[src/rtl/seg7_pkg.sv]
// Shared types and helpers for the 4-digit seven-segment scan controller.
// Nibble k of a display word belongs to digit k. Digit 0 is the rightmost digit.
package seg7_pkg;

    localparam int N_DIGITS         = 4;
    localparam int NIBBLE_W         = 4;
    localparam int DEFAULT_TICK_DIV = 100000;

    typedef logic [NIBBLE_W-1:0]            nibble_t;
    typedef logic [N_DIGITS*NIBBLE_W-1:0]   disp_word_t;
    typedef logic [$clog2(N_DIGITS)-1:0]    slot_idx_t;

    function automatic nibble_t get_nibble(input disp_word_t w, input slot_idx_t i);
        return w[{i, 2'b00} +: NIBBLE_W];
    endfunction

    // Digit i is a leading zero when it and every digit to its left are zero.
    // Digit 0 always stays lit so that a value of zero still shows "0".
    function automatic logic lz_blank(input disp_word_t w, input slot_idx_t i);
        logic res;
        case (i)
            2'd1:    res = (w[15:4]  == 12'h000);
            2'd2:    res = (w[15:8]  == 8'h00);
            2'd3:    res = (w[15:12] == 4'h0);
            default: res = 1'b0;
        endcase
        return res;
    endfunction

endpackage

[src/rtl/refresh_tick_gen.sv]
// Free-running prescaler that emits a one-cycle tick every TICK_DIV clocks, at its terminal count.
// Latency: the first tick arrives TICK_DIV cycles after reset release. No backpressure.
module refresh_tick_gen #(
    parameter int TICK_DIV = 100000
) (
    input  logic clk,
    input  logic rst,
    output logic tick
);

    localparam int CW = (TICK_DIV > 1) ? $clog2(TICK_DIV) : 1;
    localparam logic [CW-1:0] TERM = CW'(TICK_DIV - 1);

    logic [CW-1:0] cnt_q;
    logic [CW-1:0] cnt_d;

    assign tick = (cnt_q == TERM);

    always_comb begin
        cnt_d = cnt_q + CW'(1);
        if (tick) begin
            cnt_d = '0;
        end
    end

    always_ff @(posedge clk or posedge rst) begin
        if (rst) begin
            cnt_q <= '0;
        end else begin
            cnt_q <= cnt_d;
        end
    end

endmodule

[src/rtl/seg7_scan_ctrl.sv]
// Scans a 16-bit word over four common-anode digits. Words are committed only on frame wrap, so a frame is never torn.
// Latency: outputs update one clock after each tick. No backpressure: load is a strobe, and the last load before a wrap wins.
module seg7_scan_ctrl
    import seg7_pkg::*;
#(
    parameter int TICK_DIV = DEFAULT_TICK_DIV
) (
    input  logic        clk,
    input  logic        rst,
    input  logic        load,
    input  logic [15:0] data_in,
    input  logic [3:0]  blank_mask,
    input  logic        lz_suppress,
    output logic [3:0]  digit_bin,
    output logic [3:0]  an_n,
    output logic        frame_done
);

    logic       tick;
    logic       wrap;
    logic       blank;

    slot_idx_t  idx_q,        idx_d;
    disp_word_t disp_q,       disp_d;
    disp_word_t pend_q,       pend_d;
    logic       pend_v_q,     pend_v_d;
    nibble_t    digit_bin_q,  digit_bin_d;
    logic [3:0] an_n_q,       an_n_d;
    logic       frame_done_q, frame_done_d;

    refresh_tick_gen #(
        .TICK_DIV (TICK_DIV)
    ) u_tick (
        .clk  (clk),
        .rst  (rst),
        .tick (tick)
    );

    // idx starts at 3, so the first tick after reset is a frame wrap.
    assign wrap = tick && (idx_q == 2'd3);

    always_comb begin
        idx_d        = idx_q;
        disp_d       = disp_q;
        pend_d       = pend_q;
        pend_v_d     = pend_v_q;
        digit_bin_d  = digit_bin_q;
        an_n_d       = an_n_q;
        frame_done_d = wrap;
        blank        = 1'b0;

        if (tick) begin
            idx_d = idx_q + 2'd1;
        end

        // A load that coincides with the wrap goes straight to disp and bypasses pend.
        if (wrap) begin
            pend_v_d = 1'b0;
            if (load) begin
                disp_d = data_in;
            end else if (pend_v_q) begin
                disp_d = pend_q;
            end
        end else if (load) begin
            pend_d   = data_in;
            pend_v_d = 1'b1;
        end

        if (tick) begin
            blank       = blank_mask[idx_d] | (lz_suppress & lz_blank(disp_d, idx_d));
            digit_bin_d = get_nibble(disp_d, idx_d);
            an_n_d      = 4'hF;
            if (!blank) begin
                an_n_d[idx_d] = 1'b0;
            end
        end
    end

    always_ff @(posedge clk or posedge rst) begin
        if (rst) begin
            idx_q        <= 2'd3;
            disp_q       <= '0;
            pend_q       <= '0;
            pend_v_q     <= 1'b0;
            digit_bin_q  <= '0;
            an_n_q       <= 4'hF;
            frame_done_q <= 1'b0;
        end else begin
            idx_q        <= idx_d;
            disp_q       <= disp_d;
            pend_q       <= pend_d;
            pend_v_q     <= pend_v_d;
            digit_bin_q  <= digit_bin_d;
            an_n_q       <= an_n_d;
            frame_done_q <= frame_done_d;
        end
    end

    assign digit_bin  = digit_bin_q;
    assign an_n       = an_n_q;
    assign frame_done = frame_done_q;

endmodule
[config.mk]
export PLATFORM = sky130hd
export DESIGN_NAME = seg7_scan_ctrl
export DESIGN_NICKNAME = d
export VERILOG_FILES = /design/src/rtl/seg7_pkg.sv /design/src/rtl/refresh_tick_gen.sv /design/src/rtl/seg7_scan_ctrl.sv
export SDC_FILE = /design/constraint.sdc
export NUM_CORES = 1
export LEC_CHECK = 0
export ABC_AREA = 1
export CORE_MARGIN = 4
export CORE_UTILIZATION = 45
export CTS_BUF_LIST = sky130_fd_sc_hd__clkbuf_8
export DETAILED_ROUTE_END_ITERATION = 8
export PLACE_DENSITY = 0.77
export SLEW_MARGIN = 40
export SYNTH_ARGS = -nofsm -noshare
export SYNTH_HDL_FRONTEND = slang
export SYNTH_SLANG_ARGS = --single-unit
[constraint.sdc]
create_clock -name clk -period 4.3 [get_ports clk]
set_input_delay 0.43 -clock clk [delete_from_list [all_inputs] [get_ports clk]]
set_output_delay 0.43 -clock clk [all_outputs]
set_load 0.03 [all_outputs]
==> flow_summary_export.csv <==
group,metric,value,unit
outcome,status,"finished, final reports clean",
synth,synth_cell_types,40,
synth,synth_fp_nets,435,
power,p_seq_frac,0.476,
finish,diodes,0,
critical_path,worstSetupStartpointType,"primary input",
floorplanning,start_util,0.475,
route,drtAntennaViolNets,0,
route,drtPass1Iterations,4,
critical_path,r2r-end,"an_n[1]",
power,power.switching,0.000293,W
timing,fin_crit,2.84,ns
route,dr_total_vias,2755,
placement,post-dp-hpwl,5160,um
grt,grt_pass1_wl,12300,um
finish,area_delta_synth_final,19.1,%
finish,nets,471,
critical_path,critPathRequiredTime,4.59,ns
power,p_leak,1.97,nW
finish,fillers,609,
synth,synth_commonest_cells,"nand2_1 (100), inv_1 (64), dfrtp_1 (55), nor2_1 (42), nand3_1 (23)",
synth,synthCells,409,
power,internal-power,0.000958,W
critical_path,crit_type,"in -> reg",
route,viasPerCell,5.05,
timing,rsz0062_at_grt,"false",
floorplanning,die_w,93.6,um
power,p_per_area,319,nW/um^2
synth,mappedNetlistArea,3300,sq um
clock_network,cts_buffers,9,
finish,layout-drive-gt1-share,0.140,
timing,fin_skew,0.00873,ns
critical_path,path_max_fanout,18,
route,drc,0,
grt,grt_util_all_layers,0.179,
critical_path,critPathCaptureType,"flop",
placement,gp_congestion,0.909,
floorplanning,die_area,8760,sq um
critical_path,r2r-start,"idx_q[0]",
grt,antenna_found_initial,0,
grt,grt_pass1_vias,2668,
grt,grt_start_max_net_pins,41,
critical_path,reg2reg_depth,11,
min_path,min_path_type,"reg -> reg",
synth,synth_area_leaders,"dfrtp_1 (42%), nand2_1 (11%), inv_1 (7.3%)",
timing,period_share,0.661,
critical_path,cp-startpoint,"load",
clock_network,clkSinkCount,61,
power,swShare,0.234,
timing,setup_tns,0,ns
timing,slew_headroom,0.640,
synth,ys_seq_elements,61,
clock_network,cts_setup_buffers,0,
critical_path,reg2reg_slack,1.53,ns
synth,yosysTopAreaCellShare,0.418,
clock_network,cts_htree_levels,3,
critical_path,cp_data_arrival_time,3.13,ns
power,combPwrFrac,0.065,
route,routed_wirelength,7160,um
timing,worst_pin_slew,0.538,ns
synth,syn_avg_cell_area,8.06,sq um
synth,synth_seq_area_share,0.465,
timing,timing.final.max_slew_violations,0,
clock_network,cts_tree,"done",
timing,fmax,352,MHz
clock_network,clk_pin_slew,0.07,ns
placement,port_buffers,32,
clock_network,insertion_delay,0.35,ns
synth,synth_enable_flop_cells,0,
grt,gr-total-overflow,0,
floorplanning,fp.dieH,93.6,um
timing,holdWs,0.458,ns
synth,synth_warnings,0,
synth,synth_top_cell_by_area,"dfrtp_1",
route,dr.first_iter.drc_count,190,
clock_network,cts_resized,0,
synth,synthArstFlopShare,1.00,
clock_network,cts-root-buf,"clkbuf_8",
synth,yosysMostFrequentCell,"nand2_1",
floorplanning,io_pins,33,
power,clkPwrFrac,0.459,
floorplanning,core,6940,sq um
timing,hold_violations,0,
job,cap_violations,0,
critical_path,critPathCapture,"an_n[1]",
power,ir_drop,351,uV
synth,synth_ff_type,"dfrtp_1",
clock_network,cts_buffer_depth,2,
route,wire_per_inst,13.1,um
floorplanning,std_cell_rows,30,
timing,setup_viol_count_final,0,
clock_network,ctsHoldBuffers,0,
==> worst min-delay path by stage <==
stage	from	end	slack (ns)	cells after the start
6_report	u_tick.cnt_q[0]	u_tick.cnt_q[0]	0.46	1
5_1_grt	u_tick.cnt_q[0]	u_tick.cnt_q[0]	0.47	1
4_1_cts	u_tick.cnt_q[0]	u_tick.cnt_q[0]	0.46	1
3_5_place_dp	u_tick.cnt_q[0]	u_tick.cnt_q[0]	0.45	1
3_3_place_gp	u_tick.cnt_q[0]	u_tick.cnt_q[0]	0.45	1
2_1_floorplan	u_tick.cnt_q[0]	u_tick.cnt_q[0]	0.43	1
==> kinds of logic after synthesis <==
| family | count (synthesis) | share of synthesized area |
|---|---|---|
| flip-flops | 61 | 0.465 |
| XOR/XNOR | 4 | 0.0106 |
| buffers and inverters | 75 | 0.0892 |
| multiplexers | 16 | 0.0543 |
| adder cells (fa/ha/maj) | 2 | 0.00759 |
| AND/OR/NAND/NOR | 208 | 0.293 |
| AO/OA/AOI/OAI | 43 | 0.0797 |
==> flip-flops by register name, indices dropped and copies added (netlist names) <==
register and count:
pend_v_q 1, idx_q 2, pend_q 16, an_n 4, digit_bin 4, frame_done 1, u_tick.cnt_q 17, disp_q 16
==> per-layer routing <==
| metal | up-vias | global-route usage | share of wire |
|---|---|---|---|
| met1 | 1285 | 0.244 | 0.46 |
| met4 | 0 | 0.0698 | 0.015 |
| met3 | 12 | 0.0370 | 0.048 |
| li1 | 1385 | - | - |
| met2 | 73 | 0.279 | 0.48 |
| met5 | - | 0 | 0 |
==> power groups by stage <==
| stage | clock (W) | sequential, W | combinational [W] |
|---|---|---|---|
| 2_1_floorplan | 0 | 0.000605 | 0.0000476 |
| 3_3_place_gp | 0 | 0.000606 | 0.0000806 |
| 3_5_place_dp | 0 | 0.000607 | 0.0000827 |
| 4_1_cts | 0.000581 | 0.000596 | 0.0000829 |
| 5_1_grt | 0.000617 | 0.000598 | 0.0000903 |
| 6_report | 0.000574 | 0.000596 | 0.0000812 |
==> layout by cell type, fill, tap and decap left out, types with 2 or more instances in the layout <==
cell type and n:
or2_2 4, dfstp_2 6, inv_2 2, nand4_1 14, mux2_2 15, nor3_1 7
nand3_1 23, a31oi_1 2, o22ai_1 6, xor2_1 4, nand2_2 6, clkinvlp_4 4
a22oi_1 4, o21ai_0 8, inv_1 63, nand2_4 2, clkdlybuf4s50_1 32, ha_1 2
dfrtp_1 55, nand3b_1 2, a21oi_1 16, clkbuf_8 9, nor2_4 2, bufinv_16 2
nor2_2 2, nand2_1 100, nor2_1 42
==> per-stage QoR <==
step	cells	worst slack (ns)	instance area, sq um	util	power [W]
after CTS	546	1.51	3930	0.565	0.00126
after floorplan	409	2.37	3300	-	0.000652
after global placement	530	1.24	3700	0.533	0.000687
after detailed placement	530	1.16	3700	0.533	0.000689
final	546	1.46	3930	0.565	0.00125
after global routing	546	1.15	3930	0.565	0.00131
==> worst max-delay path: stages <==
cell and delay (ns):
clkdlybuf4s50_1 0.71, clkinv_1 0.50, nand2_1 0.41, nor2_1 0.09, nor2_1 0.12, nand4_1 0.10
nand2_1 0.11, nand2_1 0.06, o21ai_0 0.18, nand3_1 0.19, nand3_1 0.11, nand2_1 0.05
inv_1 0.06
==> area by class of cell <==
class                      count  area (sq um)  area share
clock buffer                   9           124      0.0315
multi-input combinational    273          1470       0.374
timing repair buffer          33           328      0.0835
sequential                    61          1530       0.391
tap                           96           120      0.0306
inverter                      67           254      0.0647
clock inverter                 7          98.8      0.0252
No activity file was read; power rests on OpenSTA's default activity.
